`src/rtl/siso_pkg.sv`:
```
// Shared types and sizing helpers for the SISO chain sequencer.
package siso_pkg;

    typedef logic [1:0] state_t;

    localparam state_t S_IDLE  = 2'd0;
    localparam state_t S_SHIFT = 2'd1;
    localparam state_t S_FLUSH = 2'd2;
    localparam state_t S_DONE  = 2'd3;

    // Counter must reach WIDTH+DEPTH without wrapping inside a transfer.
    function automatic int unsigned cnt_width(input int unsigned width, input int unsigned depth);
        return $clog2(width + depth + 2);
    endfunction

endpackage

```
`src/rtl/siso_bit_ctr.sv`:
```
// Loadable up-counter tracking edges since the accept edge, with the
// terminal-count and capture-window compares used by the sequencer.
module siso_bit_ctr
    import siso_pkg::*;
#(
    parameter int unsigned WIDTH = 8,
    parameter int unsigned DEPTH = 4
) (
    input  logic clk,
    input  logic reset,
    input  logic clear_i,
    input  logic inc_i,
    output logic tc_width_c_o,
    output logic tc_total_c_o,
    output logic cap_win_c_o
);

    localparam int unsigned CW = cnt_width(WIDTH, DEPTH);

    logic [CW-1:0] cnt_q;
    logic [CW-1:0] cnt_d;

    always_comb begin
        cnt_d = cnt_q;
        if (clear_i) begin
            cnt_d = '0;
        end else if (inc_i) begin
            cnt_d = cnt_q + CW'(1);
        end
    end

    always_ff @(posedge clk) begin
        if (reset) begin
            cnt_q <= '0;
        end else begin
            cnt_q <= cnt_d;
        end
    end

    // cnt_q holds k after edge Ek, so these flag the upcoming edge.
    assign tc_width_c_o = (cnt_q == CW'(WIDTH - 1));
    assign tc_total_c_o = (cnt_q == CW'(WIDTH + DEPTH - 1));
    assign cap_win_c_o  = (cnt_q >= CW'(DEPTH));

endmodule

```
`src/rtl/siso_seq_ctrl.sv`:
```
// Sequencer driving a word MSB-first through a DEPTH-flop SISO chain and
// reassembling it from the chain output. Optional SISO_SEQ_LOOPCHECK_EN adds err.
module siso_seq_ctrl
    import siso_pkg::*;
#(
    parameter int unsigned WIDTH = 8,
    parameter int unsigned DEPTH = 4
) (
    input  logic             clk,
    input  logic             reset,
    input  logic             in_valid,
    input  logic [WIDTH-1:0] in_data,
    output logic             in_ready,
    output logic             si,
    input  logic             so,
    output logic [WIDTH-1:0] out_data,
    output logic             out_valid,
`ifdef SISO_SEQ_LOOPCHECK_EN
    output logic             err,
`endif
    output logic             busy
);

    state_t           state_q, state_d;
    logic [WIDTH-1:0] tx_q, tx_d;
    logic [WIDTH-1:0] rx_q, rx_d;
    logic [WIDTH-1:0] out_data_q, out_data_d;
    logic             si_q, si_d;
    logic             out_valid_q, out_valid_d;
    logic             in_ready_q, in_ready_d;
    logic             busy_q, busy_d;
`ifdef SISO_SEQ_LOOPCHECK_EN
    logic [WIDTH-1:0] sent_q, sent_d;
    logic             err_q, err_d;
`endif

    logic             ctr_clear_c;
    logic             ctr_inc_c;
    logic             tc_width_c;
    logic             tc_total_c;
    logic             cap_win_c;
    logic [WIDTH-1:0] rx_shift_c;

    siso_bit_ctr #(
        .WIDTH (WIDTH),
        .DEPTH (DEPTH)
    ) u_ctr (
        .clk          (clk),
        .reset        (reset),
        .clear_i      (ctr_clear_c),
        .inc_i        (ctr_inc_c),
        .tc_width_c_o (tc_width_c),
        .tc_total_c_o (tc_total_c),
        .cap_win_c_o  (cap_win_c)
    );

    // Shift left with the chain output entering at the LSB.
    assign rx_shift_c = WIDTH'({rx_q, so});

    always_comb begin
        state_d     = state_q;
        tx_d        = tx_q;
        rx_d        = rx_q;
        out_data_d  = out_data_q;
        si_d        = si_q;
        out_valid_d = 1'b0;
        ctr_clear_c = 1'b0;
        ctr_inc_c   = 1'b0;
`ifdef SISO_SEQ_LOOPCHECK_EN
        sent_d      = sent_q;
        err_d       = err_q;
`endif

        case (state_q)
            S_IDLE: begin
                si_d = 1'b0;
                if (in_valid) begin
                    tx_d        = in_data << 1;
                    si_d        = in_data[WIDTH-1];
                    ctr_clear_c = 1'b1;
                    state_d     = S_SHIFT;
`ifdef SISO_SEQ_LOOPCHECK_EN
                    sent_d      = in_data;
`endif
                end
            end

            S_SHIFT: begin
                ctr_inc_c = 1'b1;
                // Capture can start while still shifting when DEPTH < WIDTH.
                if (cap_win_c) begin
                    rx_d = rx_shift_c;
                end
                if (tc_width_c) begin
                    si_d    = 1'b0;
                    state_d = S_FLUSH;
                end else begin
                    si_d = tx_q[WIDTH-1];
                    tx_d = tx_q << 1;
                end
            end

            S_FLUSH: begin
                ctr_inc_c = 1'b1;
                si_d      = 1'b0;
                if (cap_win_c) begin
                    rx_d = rx_shift_c;
                end
                if (tc_total_c) begin
                    out_data_d  = rx_shift_c;
                    out_valid_d = 1'b1;
                    state_d     = S_DONE;
`ifdef SISO_SEQ_LOOPCHECK_EN
                    err_d       = (rx_shift_c != sent_q);
`endif
                end
            end

            S_DONE: begin
                si_d    = 1'b0;
                state_d = S_IDLE;
            end

            default: begin
                si_d    = 1'b0;
                state_d = S_IDLE;
            end
        endcase

        in_ready_d = (state_d == S_IDLE);
        busy_d     = (state_d != S_IDLE);
    end

    always_ff @(posedge clk) begin
        if (reset) begin
            state_q     <= S_IDLE;
            tx_q        <= '0;
            rx_q        <= '0;
            out_data_q  <= '0;
            si_q        <= 1'b0;
            out_valid_q <= 1'b0;
            in_ready_q  <= 1'b1;
            busy_q      <= 1'b0;
        end else begin
            state_q     <= state_d;
            tx_q        <= tx_d;
            rx_q        <= rx_d;
            out_data_q  <= out_data_d;
            si_q        <= si_d;
            out_valid_q <= out_valid_d;
            in_ready_q  <= in_ready_d;
            busy_q      <= busy_d;
        end
    end

`ifdef SISO_SEQ_LOOPCHECK_EN
    always_ff @(posedge clk) begin
        if (reset) begin
            sent_q <= '0;
            err_q  <= 1'b0;
        end else begin
            sent_q <= sent_d;
            err_q  <= err_d;
        end
    end

    assign err = err_q;
`endif

    assign in_ready  = in_ready_q;
    assign busy      = busy_q;
    assign si        = si_q;
    assign out_data  = out_data_q;
    assign out_valid = out_valid_q;

endmodule
```
`config.mk`:
```
export PLATFORM = sky130hd
export DESIGN_NAME = siso_seq_ctrl
export DESIGN_NICKNAME = d
export VERILOG_FILES = /design/src/rtl/siso_pkg.sv /design/src/rtl/siso_bit_ctr.sv /design/src/rtl/siso_seq_ctrl.sv
export SDC_FILE = /design/constraint.sdc
export NUM_CORES = 1
export LEC_CHECK = 0
export CORE_ASPECT_RATIO = 0.8
export CORE_UTILIZATION = 45
export DETAILED_ROUTE_END_ITERATION = 10
export MAX_ROUTING_LAYER = met4
export PLACE_DENSITY = 0.7
export SYNTH_ARGS = -nofsm -noshare
export SYNTH_HDL_FRONTEND = slang
export SYNTH_SLANG_ARGS = --single-unit
```
`constraint.sdc`:
```
create_clock -name clk -period 2.1 [get_ports clk]
set_input_delay 0.525 -clock clk [delete_from_list [all_inputs] [get_ports clk]]
set_output_delay 0.525 -clock clk [all_outputs]
set_load 0.02 [all_outputs]
```
* After elaboration in Yosys (flattened, before gate mapping)
Index checks and enable logic that the tools add are counted.
** Operators by class
- $add $sub $neg :: 1
- Multiply operators :: 0
- Divide/modulo/power cells :: 0
- $lt $le $gt $ge :: 1
- Equal/unequal tests :: 7
- Shift-type cells :: 0
- Multiplexer cells :: 14
- Bitwise logic cells :: 1
- Reduce and logical (&&, ||, !) cells :: 11
** Operators by type and width (count)
- $mux W8 :: 2
- $pmux W8 S2 :: 1
- $pmux W2 S4 :: 1
- $reduce_or A2 Y1 :: 4
- $mux W1 :: 6
- $mux W2 :: 3
- $add A4 B1 Y4 const B :: 1
- $eq A2 B2 Y1 const B :: 2
- $eq A4 B3 Y1 const B :: 1
- $eq A4 B4 Y1 const B :: 1
- $ge A4 B3 Y1 const B :: 1
- $logic_not A2 Y1 :: 2
- $ne A2 B2 Y1 const B :: 2
- $reduce_and A2 Y1 :: 2
- $reduce_bool A2 Y1 :: 2
- $pmux W1 S3 :: 1
- $reduce_and A3 Y1 :: 1
- $eq A2 B1 Y1 const B :: 1
- $not A1 Y1 :: 1
** Storage, ports and cells
- Bits in registers :: 33
- Bits in latches :: 0
- RAM bits :: 0
- Bits in read-only memories :: 0
- Input bits :: 12
- Logic and storage cells :: 44
- Memories :: 0

* Logic depth before layout (Yosys ltp)
Gate-level depths: netlist of the first run.
- Depth after elaboration :: 4
- Depth in mapped cells :: 6

* Cells and area by module
From an unflattened synthesis of the first run, not the netlist that was laid out.
** Second synthesis, totals
- Cell total of the unflattened synthesis :: 151
- Area, all modules :: 1482.7 µm²
** Modules (own cells, without submodules)
- siso_seq_ctrl :: instances 1, cells each 130, area each 1282.5 µm², seq. area each 560.5 µm²
- siso_bit_ctr :: instances 1, cells each 21, area each 200.2 µm², seq. area each 80.1 µm²

* Worst setup path after synthesis of the first run
Ideal clock, no wire load.
- Path type :: flip-flop to flip-flop
- Start point :: register state_q[1]
- End point :: register tx_q[2]
- Setup time :: 0.070 ns
- Arrival time :: 1.439 ns
- Data required time :: 2.030 ns
- Path slack :: 0.590 ns
- Stages on the path, launching flop included :: 7
- Path buffers :: 1
- Cells stage by stage :: dfxtp_1 > inv_1 > ha_1 > buf_2 > mux2i_1 > or3_2 > a21oi_1
** Between the ends
- Cells in the longest elaborated chain, start to end :: 3
- Elaborated cells between the ends (all ways) :: 7
- Those cells by class :: eq/ne: 3; mux: 1; reduce/logical: 3
** Ends and longest elaborated chain
- from (decl) :: line siso_seq_ctrl.sv:24 : state_t state_q, state_d;
- from (signal assigned) :: line siso_seq_ctrl.sv:145 : state_q <= state_d;
- $eq A2 B1 Y1 or $logic_not A2 Y1 (tied branches) :: line siso_seq_ctrl.sv:74 : case (state_q)
- $ne A2 B2 Y1 (no line) or $reduce_bool A2 Y1 (tied branches)
- $reduce_and A3 Y1 (no line)
- to (signal assigned) :: line siso_seq_ctrl.sv:146 : tx_q <= tx_d;
- to (decl) :: line siso_seq_ctrl.sv:25 : logic [WIDTH-1:0] tx_q, tx_d;
Parallel ways exist; a longest one is shown, timed or not.
A chain may end at the register's enable or synchronous reset.

* Worst setup path in the final report of the first run
- Start point :: register out_data_q[1], in the netlist out_data[1]
- End point :: output out_data[1]
** RTL lines
- from (decl) :: line siso_seq_ctrl.sv:27 : logic [WIDTH-1:0] out_data_q, out_data_d;
- from (signal assigned) :: line siso_seq_ctrl.sv:148 : out_data_q <= out_data_d;
- to (decl) :: line siso_seq_ctrl.sv:16 : output logic [WIDTH-1:0] out_data,
No word-level cell between the ends.

==> results.py, run 1 <==
metrics = {
    "logic_synthesis": {
        "ys_types": 32,
        "synth.avg_cell_area_um2": 9.41,
        "ys_ff_latch": 32,
        "ys.flop_type": "dfxtp_1",
        "ys.warnings.count": 0,
        "async_flop_share": 0,
        "synth_nets": 163,
        "netlist_area_mm2": 0.00137,
        "synth.most_common_cell": "dfxtp_1",
        "synth_commonest_cells": "32 x dfxtp_1, 17 x nand2_1, 16 x a21oi_1",
        "yosysSeqAreaShare": 0.466,
        "synth_edf_count": 0,
        "synth_top_cell_area_share": 0.466,
        "synth_top_area_cell": "dfxtp_1",
        "synth.area.top_cells": "dfxtp_1 47%, mux2i_1 11%, a21oi_1 5.8%, nand2_1 4.6%, ha_1 4.6%",
        "syn_inst": 146,
    },
    "min_path": {
        "hold_class": "register to register",
    },
    "route": {
        "wl_met2_um": 1160,
        "met1Wirelength_um": 1350,
        "routedWlPerCell_um": 12.6,
        "routed_wl_um": 2640,
        "firstDrtPassIters": 4,
        "avgViaCountPerCell": 5.00,
        "ant_nets": 0,
        "wl_met3_um": 90,
        "top_layer": "met4",
        "vias": 1051,
        "drc": 0,
        "drt-initial-drc-count": 77,
    },
    "critical_path": {
        "path_delay_family": "buffers and inverters",
        "start_kind": "register",
        "cp_num_buf_inv": 1,
        "endpoint_kind": "output port",
        "arrival_ns": 1.22,
        "cp_slowest_cell": "clkdlybuf4s50_1",
        "cp.required_ns": 1.57,
        "path_cells": "clkdlybuf4s50_1",
        "critPathMaxFanout": 2,
        "crit_type": "register to output port",
        "critPathMaxStageDelay_ns": 0.61,
    },
    "global_routing": {
        "grt_first_pass_wirelength_um": 4230,
        "antenna_found_initial": 0,
        "overflow": 0,
        "grt_max_degree": 25,
        "track_usage": 0.178,
        "grt_pass1_vias": 972,
    },
    "floorplanning": {
        "die_area_mm2": 0.00328,
        "coreArea_mm2": 0.00283,
        "die_w_um": 63.8,
        "start_util": 0.486,
        "pin_count": 24,
        "die_y_um": 51.4,
        "row_count": 17,
    },
    "sta": {
        "fin_skew_ns": 0.00542,
        "tightest_slew_ns": 0.484,
        "maxSlewViolCount": 0,
        "finalSetupTns_ns": 0,
        "fin_ws_ns": 0.352,
        "final-hold-violation-count": 0,
        "rsz0062_at_grt": "no",
        "fmaxAchievable_mhz": 572,
        "setup_viol": 0,
        "fin_crit_sh": 0.832,
        "fin_crit_ns": 1.75,
        "max_slew_margin": 0.678,
    },
    "clocking": {
        "cts_htree_levels": 2,
        "cts_resized": 0,
        "cts_buffer_depth": 2,
        "cts_sinks": 32,
        "root_buffer": "clkbuf_8",
        "clkTransAtPathRegs_ns": 0.07,
        "cts-buffers-inserted": 5,
        "cts_tree": "yes",
        "clock_latency_ns": 0.28,
        "ctsHoldBuffers": 0,
        "post_cts_buffers": 0,
    },
    "place": {
        "dpl.hpwl_um": 1880,
        "io_buffers": 23,
        "place.gp.congestion": 0.856,
        "dp.cells": 202,
        "place_ws_ns": 0.205,
    },
    "pwr": {
        "internal-power_w": 0.00101,
        "irDropWorstVdd_mv": 0.561,
        "clock_power_share": 0.353,
        "switchingPower_w": 0.000343,
        "switching_share": 0.253,
        "p_leak_nw": 0.710,
        "power_density_mw_per_mm2": 784,
        "pwr-share-comb": 0.165,
        "seqPwrFrac": 0.482,
    },
    "run": {
        "max_cap_viol_count": 0,
    },
    "layout": {
        "diodes": 0,
        "drive_above_1_share": 0.105,
        "area_growth_pct": 26.0,
        "fillers": 262,
        "final_net_count": 188,
        "fin_cells": 210,
    },
    "status": {
        "status": "finished, final reports clean",
    },
}
==> stage by stage <==
stage	total power [W]	instance area (um^2)	hold WS, ns	utilization
finish	0.00136	1730	0.455	0.612
global route	0.00142	1730	0.489	0.612
CTS	0.00138	1730	0.458	0.612
detailed placement	0.000892	1640	0.449	0.579
global placement	0.000886	1640	0.444	0.579
floorplan	0.000815	1370	0.432	-
==> routing by layer <==
layer / global-route usage / vias up
met1: 0.216 / 472
met5: - / -
met3: 0.0469 / 6
li1: - / 556
met2: 0.270 / 17
met4: 0.102 / 0
==> layout make-up <==
| cell class | count | area, um^2 | area share |
|---|---|---|---|
| timing repair buffer | 27 | 260 | 0.150 |
| clock buffer | 6 | 82.6 | 0.0477 |
| tap | 38 | 47.5 | 0.0275 |
| clock inverter | 2 | 10.0 | 0.00578 |
| inverter | 2 | 7.51 | 0.00434 |
| sequential | 32 | 641 | 0.370 |
| multi-input combinational | 103 | 683 | 0.395 |
==> power by group through the flow <==
stage                     logic, W  clock network [W]  registers [W]
after global routing      0.000245           0.000523       0.000657
after global placement    0.000219                  0       0.000667
after CTS                 0.000225           0.000496       0.000654
after floorplan           0.000138                  0       0.000677
final                     0.000224           0.000480       0.000654
after detailed placement  0.000224                  0       0.000668
==> registers in the layout, summed over array words and instances, names as in the netlist <==
name	count
u_ctr.cnt_q	4
state_q	2
out_data	8
si	1
rx_q	7
in_ready	1
out_valid	1
tx_q	7
busy	1
==> worst register-to-register path, cell delays in order (launching register included) <==
cell and delay, ns:
dfxtp_1 0.39, inv_1 0.10, ha_1 0.25, and4b_4 0.27, or3_2 0.48, a21oi_1 0.15
==> path summary, 6_finish.rpt <==
path / startpoint / slack [ns] / depth (start not counted) / end
max: out_data[1]$_SDFFE_PP0P_ / 0.35 / 1 / out_data[1]
min: out_data[4]$_SDFFE_PP0P_ / 0.45 / 2 / out_data[4]$_SDFFE_PP0P_
max reg2reg: state_q[1]$_SDFF_PP0_ / 0.40 / 5 / tx_q[2]$_SDFFE_PP0P_
min reg2reg: out_data[4]$_SDFFE_PP0P_ / 0.45 / 2 / out_data[4]$_SDFFE_PP0P_
==> cells in the final DEF, fill, tap and decap left out, drive strengths merged <==
master / count
a211o: 1
a21o: 2
a21oi: 16
a221oi: 1
a2bb2oi: 1
and2: 1
and4b: 2
buf: 4
clkbuf: 6
clkdlybuf4s50: 23
clkinv: 2
dfxtp: 32
ha: 5
inv: 2
mux2i: 15
nand2: 17
nand2b: 1
nand3: 1
nand3b: 1
nand4: 1
nand4b: 3
nor2: 15
nor3: 1
o21a: 1
o21ai: 8
o2bb2ai: 1
or3: 6
xnor2: 1
xor2: 2
==> cell families after synthesis <==
family / count (synthesis) / share of synthesized area
XOR/XNOR: 3 / 0.0191
multiplexers: 15 / 0.109
adder cells (fa/ha/maj): 5 / 0.0455
buffers and inverters: 11 / 0.0364
flip-flops: 32 / 0.466
AO/OA/AOI/OAI: 31 / 0.132
AND/OR/NAND/NOR: 49 / 0.191
(Power assumes the default switching activity.)
==> run 2, diff against run 1 <==
--- a/config.mk
+++ b/config.mk
@@ -9,7 +9,7 @@
 export CORE_UTILIZATION = 45
 export DETAILED_ROUTE_END_ITERATION = 10
 export MAX_ROUTING_LAYER = met4
-export PLACE_DENSITY = 0.7
+export PLACE_DENSITY = 0.72
 export SYNTH_ARGS = -nofsm -noshare
 export SYNTH_HDL_FRONTEND = slang
 export SYNTH_SLANG_ARGS = --single-unit
==> constraint.sdc (replaced) <==
create_clock -name clk -period 1.55 [get_ports clk]
set_input_delay 0.3875 -clock clk [delete_from_list [all_inputs] [get_ports clk]]
set_output_delay 0.3875 -clock clk [all_outputs]
set_load 0.02 [all_outputs]
==> results.py, run 2 (synthesized netlist as in run 1, its figures left out) <==
metrics = {
    "status": {
        "status": "finished, final reports clean",
    },
    "layout": {
        "diodes": 0,
        "layout_commonest_cell": "dfxtp_1",
        "final_net_count": 200,
        "fin_util": 0.665,
        "fin_cells": 222,
        "drive_above_1_share": 0.223,
        "largest_reg_flops": 8,
        "area_growth_pct": 37.0,
        "layout_common_cells": "30 x dfxtp_1, 17 x nand2_1, 15 x nor2_1, 15 x a21oi_1, 14 x mux2i_1",
    },
    "pwr": {
        "power_density_mw_per_mm2": 1030,
        "p_leak_nw": 0.823,
        "irDropWorstVdd_mv": 0.653,
        "p_total_w": 0.00193,
    },
    "critical_path": {
        "critPathMaxFanout": 8,
        "critPathMaxStageDelay_ns": 0.50,
        "path_cells": "inv_2 > ha_4 > and4b_4 > or3_2 > a21oi_1",
        "crit_type": "register to register",
        "reg2regPathDepth": 5,
        "cp_slowest_cell": "or3_2",
        "start_kind": "register",
        "r2r-end": "tx_q[7]$_SDFFE_PP0P_",
        "r2r-start": "state_q[1]$_SDFF_PP0_",
        "endpoint_kind": "register",
        "r2r_setup_slack_ns": 0.03,
        "cp.required_ns": 1.76,
        "startpoint": "state_q[1]$_SDFF_PP0_",
        "arrival_ns": 1.73,
    },
    "route": {
        "drt-initial-drc-count": 72,
        "drc": 0,
        "firstDrtPassIters": 4,
        "routed_wl_um": 3040,
        "avgViaCountPerCell": 5.24,
        "ant_nets": 0,
        "vias": 1164,
        "routedWlPerCell_um": 13.7,
    },
    "global_routing": {
        "overflow": 0,
        "grt_first_pass_wirelength_um": 4730,
        "grt_max_degree": 25,
        "track_usage": 0.199,
        "antenna_found_initial": 0,
        "grt_pass1_vias": 1084,
    },
    "floorplanning": {
        "pin_count": 24,
        "coreArea_mm2": 0.00283,
        "die_w_um": 63.8,
        "row_count": 17,
        "die_y_um": 51.4,
        "start_util": 0.486,
        "die_area_mm2": 0.00328,
    },
    "place": {
        "dp.cells": 208,
        "io_buffers": 23,
        "dpl.hpwl_um": 2020,
        "place.gp.congestion": 0.800,
    },
    "clocking": {
        "root_buffer": "clkbuf_8",
        "cts_htree_levels": 2,
        "clkTransAtPathRegs_ns": 0.07,
        "clock_latency_ns": 0.28,
        "cts_tree": "yes",
        "cts-buffers-inserted": 5,
        "cts_buffer_depth": 2,
        "cts_sinks": 32,
    },
    "min_path": {
        "min_path_cells": 2,
        "hold_class": "register to register",
        "worstHoldEndpoint": "out_data[3]$_SDFFE_PP0P_",
        "min_from": "out_data[3]$_SDFFE_PP0P_",
    },
    "sta": {
        "holdWs_ns": 0.457,
        "max_slew_margin": 0.667,
        "fin_crit_ns": 1.52,
        "fin_skew_ns": 0.00441,
        "fmaxAchievable_mhz": 658,
        "maxSlewViolCount": 0,
        "fin_crit_sh": 0.981,
        "setup_viol": 0,
        "final-hold-violation-count": 0,
        "tightest_slew_ns": 0.500,
    },
    "run": {
        "max_cap_viol_count": 0,
    },
}
[run 2: cell types whose count changed in the layout (fill, tap and decap cells not counted), moves of 3 or more]
cell             change
buf_4                +9
clkdlybuf4s50_1     -12
dlygate4sd2_1       +12
ha_1                 -3
[run 2: per-stage QoR]
step	TNS [ns]	cell area (um^2)	setup WS [ns]
after global placement	-0.965	1680	-0.132
after CTS	0	1830	0.00974
after global routing	-0.00480	1880	-0.00480
after detailed placement	-1.25	1680	-0.193
after floorplan	0	1370	0.0402
final	0	1880	0.0299
[run 2: power by group]
group          internal (W)  leakage [nW]  total [W]  switching, W
combinational      0.000212         0.511   0.000394      0.000181
sequential         0.000868         0.261   0.000892     0.0000238
clock              0.000354        0.0510   0.000649      0.000295
total               0.00143         0.823    0.00193      0.000501
[run 2: cell type report]
cell class | instances | area [um^2]
timing repair buffer | 38 | 335
fill | 232 | 947
inverter | 2 | 7.51
tap | 38 | 47.5
multi-input combinational | 104 | 753
sequential | 32 | 646
clock inverter | 2 | 10.0
clock buffer | 6 | 82.6
[run 2: per-layer routing]
layer | global-route usage | up-vias | part of all wire
met1 | 0.221 | 553 | 0.47
met2 | 0.340 | 23 | 0.48
met4 | 0.0909 | 0 | 0.014
met5 | - | - | 0
met3 | 0.0491 | 5 | 0.038
li1 | - | 583 | -
[run 2: worst max path at each step]
| stage | end | slack (ns) | depth (start not counted) |
|---|---|---|---|
| global placement | tx_q[3]$_SDFFE_PP0P_ | -0.13 | 5 |
| floorplan | tx_q[2]$_SDFFE_PP0P_ | 0.04 | 6 |
| CTS | tx_q[2]$_SDFFE_PP0P_ | 0.01 | 6 |
| detailed placement | tx_q[4]$_SDFFE_PP0P_ | -0.19 | 5 |
| finish | tx_q[7]$_SDFFE_PP0P_ | 0.03 | 5 |
| global route | tx_q[7]$_SDFFE_PP0P_ | -0.005 | 5 |
[run 2: worst max-delay path: cells and delay by family, from the launching register on]
| family | cells | cell delay, ns |
|---|---|---|
| buffers and inverters | 1 | 0.06 |
| DFF | 1 | 0.33 |
| AOI/OAI and AO/OA | 1 | 0.13 |
| and+or+nand+nor | 2 | 0.73 |
| adders and majority gates | 1 | 0.19 |
[run 2: what timing repair did]
action | 4_1_cts | 5_1_grt
pin swaps | 0 | 6
hold buffers | 0 | 0
setup endpoints to repair | 18 | 10
gates resized for setup | 21 | 8
buffers inserted | 3 | 1
cloned | 2 | 0
==> run 3, diff against run 2 <==
--- a/config.mk
+++ b/config.mk
@@ -5,7 +5,9 @@
 export SDC_FILE = /design/constraint.sdc
 export NUM_CORES = 1
 export LEC_CHECK = 0
+export CAP_MARGIN = 20
 export CORE_ASPECT_RATIO = 0.8
+export CORE_MARGIN = 2
 export CORE_UTILIZATION = 45
 export DETAILED_ROUTE_END_ITERATION = 10
 export MAX_ROUTING_LAYER = met4
==> results.py, run 3 (synthesized netlist as in run 1, its figures left out) <==
metrics = {
    "floorplanning": {
        "start_util": 0.486,
        "coreArea_mm2": 0.00283,
        "pin_count": 24,
        "die_area_mm2": 0.00351,
        "row_count": 17,
        "die_y_um": 53.4,
        "die_w_um": 65.8,
    },
    "global_routing": {
        "use_met2": 0.273,
        "overflow": 0,
        "grt_busiest_layer": "met2",
        "antenna_found_initial": 0,
        "grt_pass1_vias": 1012,
        "grt_max_degree": 17,
        "track_usage": 0.183,
        "met1_usage": 0.212,
        "grtUsageMet3": 0.0574,
        "grt_first_pass_wirelength_um": 4420,
    },
    "run": {
        "max_cap_viol_count": 0,
    },
    "sta": {
        "maxSlewViolCount": 0,
        "max_slew_margin": 0.696,
        "final-hold-violation-count": 0,
        "fin_ws_ns": 0.0369,
        "fmaxAchievable_mhz": 661,
        "setup_viol": 0,
        "finalSetupTns_ns": 0,
        "fin_crit_ns": 1.51,
        "fin_crit_sh": 0.976,
        "fin_skew_ns": 0.00778,
        "tightest_slew_ns": 0.455,
    },
    "layout": {
        "layout_common_cells": "29 x dfxtp_1, 17 x nand2_1, 16 x a21oi_1",
        "largest_reg_flops": 8,
        "diodes": 0,
        "layout_commonest_cell": "dfxtp_1",
        "area_growth_pct": 40.5,
        "drive_above_1_share": 0.221,
        "final_net_count": 197,
        "fin_util": 0.682,
        "fillers": 220,
        "finalInstanceArea_mm2": 0.00193,
    },
    "critical_path": {
        "critPathMaxStageDelay_ns": 0.46,
        "endpoint_kind": "register",
        "cp_slowest_cell": "or3_2",
        "crit_type": "register to register",
        "reg2regPathDepth": 5,
        "cp.required_ns": 1.76,
        "critPathMaxFanout": 7,
        "start_kind": "register",
        "arrival_ns": 1.73,
        "path_cells": "inv_2 > ha_4 > mux2i_4 > or3_2 > a21oi_1",
    },
    "status": {
        "status": "finished, final reports clean",
    },
    "clocking": {
        "cts-buffers-inserted": 5,
        "cts_buffer_depth": 2,
        "root_buffer": "clkbuf_8",
        "cts_htree_levels": 2,
        "clock_latency_ns": 0.29,
        "cts_sinks": 32,
        "ctsHoldBuffers": 0,
        "clkTransAtPathRegs_ns": 0.07,
        "cts_tree": "yes",
    },
    "route": {
        "vias": 1178,
        "routedWlPerCell_um": 13.9,
        "routed_wl_um": 3050,
        "ant_nets": 0,
        "drc": 0,
        "firstDrtPassIters": 4,
        "drt-initial-drc-count": 92,
        "avgViaCountPerCell": 5.38,
    },
    "place": {
        "io_buffers": 23,
        "place.gp.congestion": 0.770,
        "dpl_cell_area_mm2": 0.00168,
        "place_ws_ns": -0.295,
        "dpl.hpwl_um": 1920,
    },
    "pwr": {
        "p_leak_nw": 0.835,
        "irDropWorstVdd_mv": 0.622,
        "p_total_w": 0.00217,
        "power_density_mw_per_mm2": 1120,
    },
    "min_path": {
        "min_path_cells": 2,
        "hold_class": "register to register",
    },
}
-- run 3: changes by cell type in the layout (fill, tap and decap cells not counted), sizes merged --
cell           before  now
buf                14   11
clkinv              2    0
bufinv              0    1
clkbuf              6    7
clkdlybuf4s15       1    0
clkdlybuf4s50      11   10
dlymetal6s2s        0    1
mux2i              15   16
-- run 3: layout make-up --
| cell class | count | area [um^2] | share of cell area |
|---|---|---|---|
| clock buffer | 7 | 96.3 | 0.0499 |
| clock inverter | 1 | 30.0 | 0.0156 |
| inverter | 2 | 10.0 | 0.00518 |
| multi-input combinational | 105 | 796 | 0.412 |
| sequential | 32 | 647 | 0.335 |
| tap | 38 | 47.5 | 0.0246 |
| timing repair buffer | 34 | 304 | 0.157 |
-- run 3: power breakdown --
| group | total, W | internal [W] | leakage (nW) | switching (W) |
|---|---|---|---|---|
| logic | 0.000403 | 0.000211 | 0.510 | 0.000192 |
| registers | 0.000893 | 0.000869 | 0.261 | 0.0000243 |
| clock network | 0.000870 | 0.000567 | 0.0645 | 0.000303 |
-- run 3: per-layer routing --
metal,share of wire,routed length [um]
met1,0.43,1320
met2,0.48,1460
met3,0.058,176
met4,0.030,91
met5,0,0
-- run 3: timing repair --
item	CTS	global route
setup endpoints to repair	23	9
gates cloned	0	2
buffers inserted	0	2
pin swaps	1	2
gates resized for setup	20	15
-- run 3: worst paths after layout --
check,start,end,slack [ns]
worst max-delay path,state_q[0]$_SDFF_PP0_,tx_q[7]$_SDFFE_PP0P_,0.04
worst max register to register,state_q[0]$_SDFF_PP0_,tx_q[7]$_SDFFE_PP0P_,0.04
worst min register to register,out_data[3]$_SDFFE_PP0P_,out_data[3]$_SDFFE_PP0P_,0.45
worst min-delay path,out_data[3]$_SDFFE_PP0P_,out_data[3]$_SDFFE_PP0P_,0.45
-- run 3: through the flow --
stage / std cells / hold WS, ns
2_1_floorplan: 146 / 0.432
3_3_place_gp: 207 / 0.445
3_5_place_dp: 207 / 0.445
4_1_cts: 215 / 0.452
5_1_grt: 219 / 0.489
6_report: 219 / 0.451
-- run 3: critical path: cells and delay by family (launching register included) --
kind	cells	cell delay [ns]
DFF	1	0.37
buffers and inverters	1	0.06
adders and majority gates	1	0.19
AOI/OAI and AO/OA	1	0.15
muxes	1	0.21
and+or+nand+nor	1	0.46
==> variant: new RTL, flow settings as in run 1 <==
`WIDTH` is set to 8 in 2 places; all go to 10.
--- a/src/rtl/siso_bit_ctr.sv
+++ b/src/rtl/siso_bit_ctr.sv
@@ -5,3 +5,3 @@
 #(
-    parameter int unsigned WIDTH = 8,
+    parameter int unsigned WIDTH = 10,
     parameter int unsigned DEPTH = 4
--- a/src/rtl/siso_seq_ctrl.sv
+++ b/src/rtl/siso_seq_ctrl.sv
@@ -5,3 +5,3 @@
 #(
-    parameter int unsigned WIDTH = 8,
+    parameter int unsigned WIDTH = 10,
     parameter int unsigned DEPTH = 4
Ports: changed (resized in_data and out_data); port bits go from 24 to 28. No check against the original RTL was run, so the function may have changed too.
==> variant against run 1 <==
Cell area increased by 16%; sequential cell count increased by 6; worst setup slack improved by 0.0060 ns; sequential power increased by 19%; synthesized cell count increased by 18%; critical endpoint is now out_data[8]; combinational power decreased by 7%; total power increased by 5.4%; synthesized area increased by 18%; largest cell class unchanged; wire length increased by 9.4%.
==> variant: results (changes against run 1) <==
Buffer count excluding the clock tree in the final layout -> 33 (+22%)
Number of storage elements in the synthesis netlist -> 38 (+19%)
Adder-cell share of the synthesized area -> 4.612% (+0.058 points)
Unique cell type count in the Yosys netlist -> 28 (-13%)
Result of the run -> finished clean
GRT met1 Usage -> 20.37% (-1.2 points)
Met3 Usage GRT -> 4.529% (-0.16 points)
Comb pwr share -> 14.6% (-1.9 points)
Worst relative slew slack -> 67.86% (+0.096 points)
Inverter count -> 5 (+3)
Final estimated routing congestion in global placement -> 0.8027 (-6.2%)
Layout Skew -> 0.003009 ns (-0.002408 ns)
Portion of netlist area occupied by mux cells -> 11.07% (+0.14 points)
Crit path setup slack, layout -> 0.3584 ns (+0.006001 ns)
Post-Syn Nets -> 192 (+18%)
Iteration-0 DRC count of the detailed router -> 45 (-42%)
Flip-flop count of the largest register after layout -> 10 (+2)
All-layer global routing usage -> 17.10% (-0.72 points)
Clock buffers -> 7 (+1)
XOR/XNOR share of the synthesized area -> 1.614% (-0.30 points)
Nets -> 220 (+17%)
Compound-gate portion of the synthesized area -> 14.22% (+1.0 points)
Met2 Track Usage GR -> 28.43% (+1.5 points)
Met3 layer wire length in the routed design -> 94 um (+4.4%)
Port Buffers -> 27 (+17%)
Post-Layout Inst Area -> 2003 um2 (+16%)
Number of filler cells placed in the layout -> 292 (+11%)
Area contributors post-synth -> sky130_fd_sc_hd__dfxtp_1 47%, sky130_fd_sc_hd__mux2i_1 11%, sky130_fd_sc_hd__a211oi_2 6.1%
Highest ir drop seen on vdd -> 0.4569 mV (-19%)
Power density over the cells -> 714.4 nW/um2 (-8.9%)
First-pass GRT wire length -> 5188 um (+23%)
variant: cell count changes after synthesis, sizes merged, moves of 2 or more:
cell | before | now
nor2b | 0 | 2
o21ai | 8 | 4
and4b | 2 | 0
nor2 | 15 | 24
buf | 2 | 6
a211oi | 0 | 9
inv | 2 | 5
dfxtp | 32 | 38
nand2 | 17 | 26
nand4b | 3 | 1
or3 | 6 | 0
a21oi | 16 | 12
mux2i | 15 | 18
variant: logic make-up (layout without fill, tap and decap cells):
kind of cell | after synthesis | in the layout
mux | 18 | 18
compound gates | 30 | 30
buf+inv | 17 | 45
simple gates | 60 | 60
fa+ha+maj | 6 | 6
xor+xnor | 3 | 3
flops | 38 | 38
variant: final timing paths:
kind / start / to / cells past startpoint
max: out_data[8] / out_data[8] / 1
min: out_data[9] / out_data[9] / 2
max reg2reg: state_q[0] / in_ready / 6
min reg2reg: out_data[9] / out_data[9] / 2
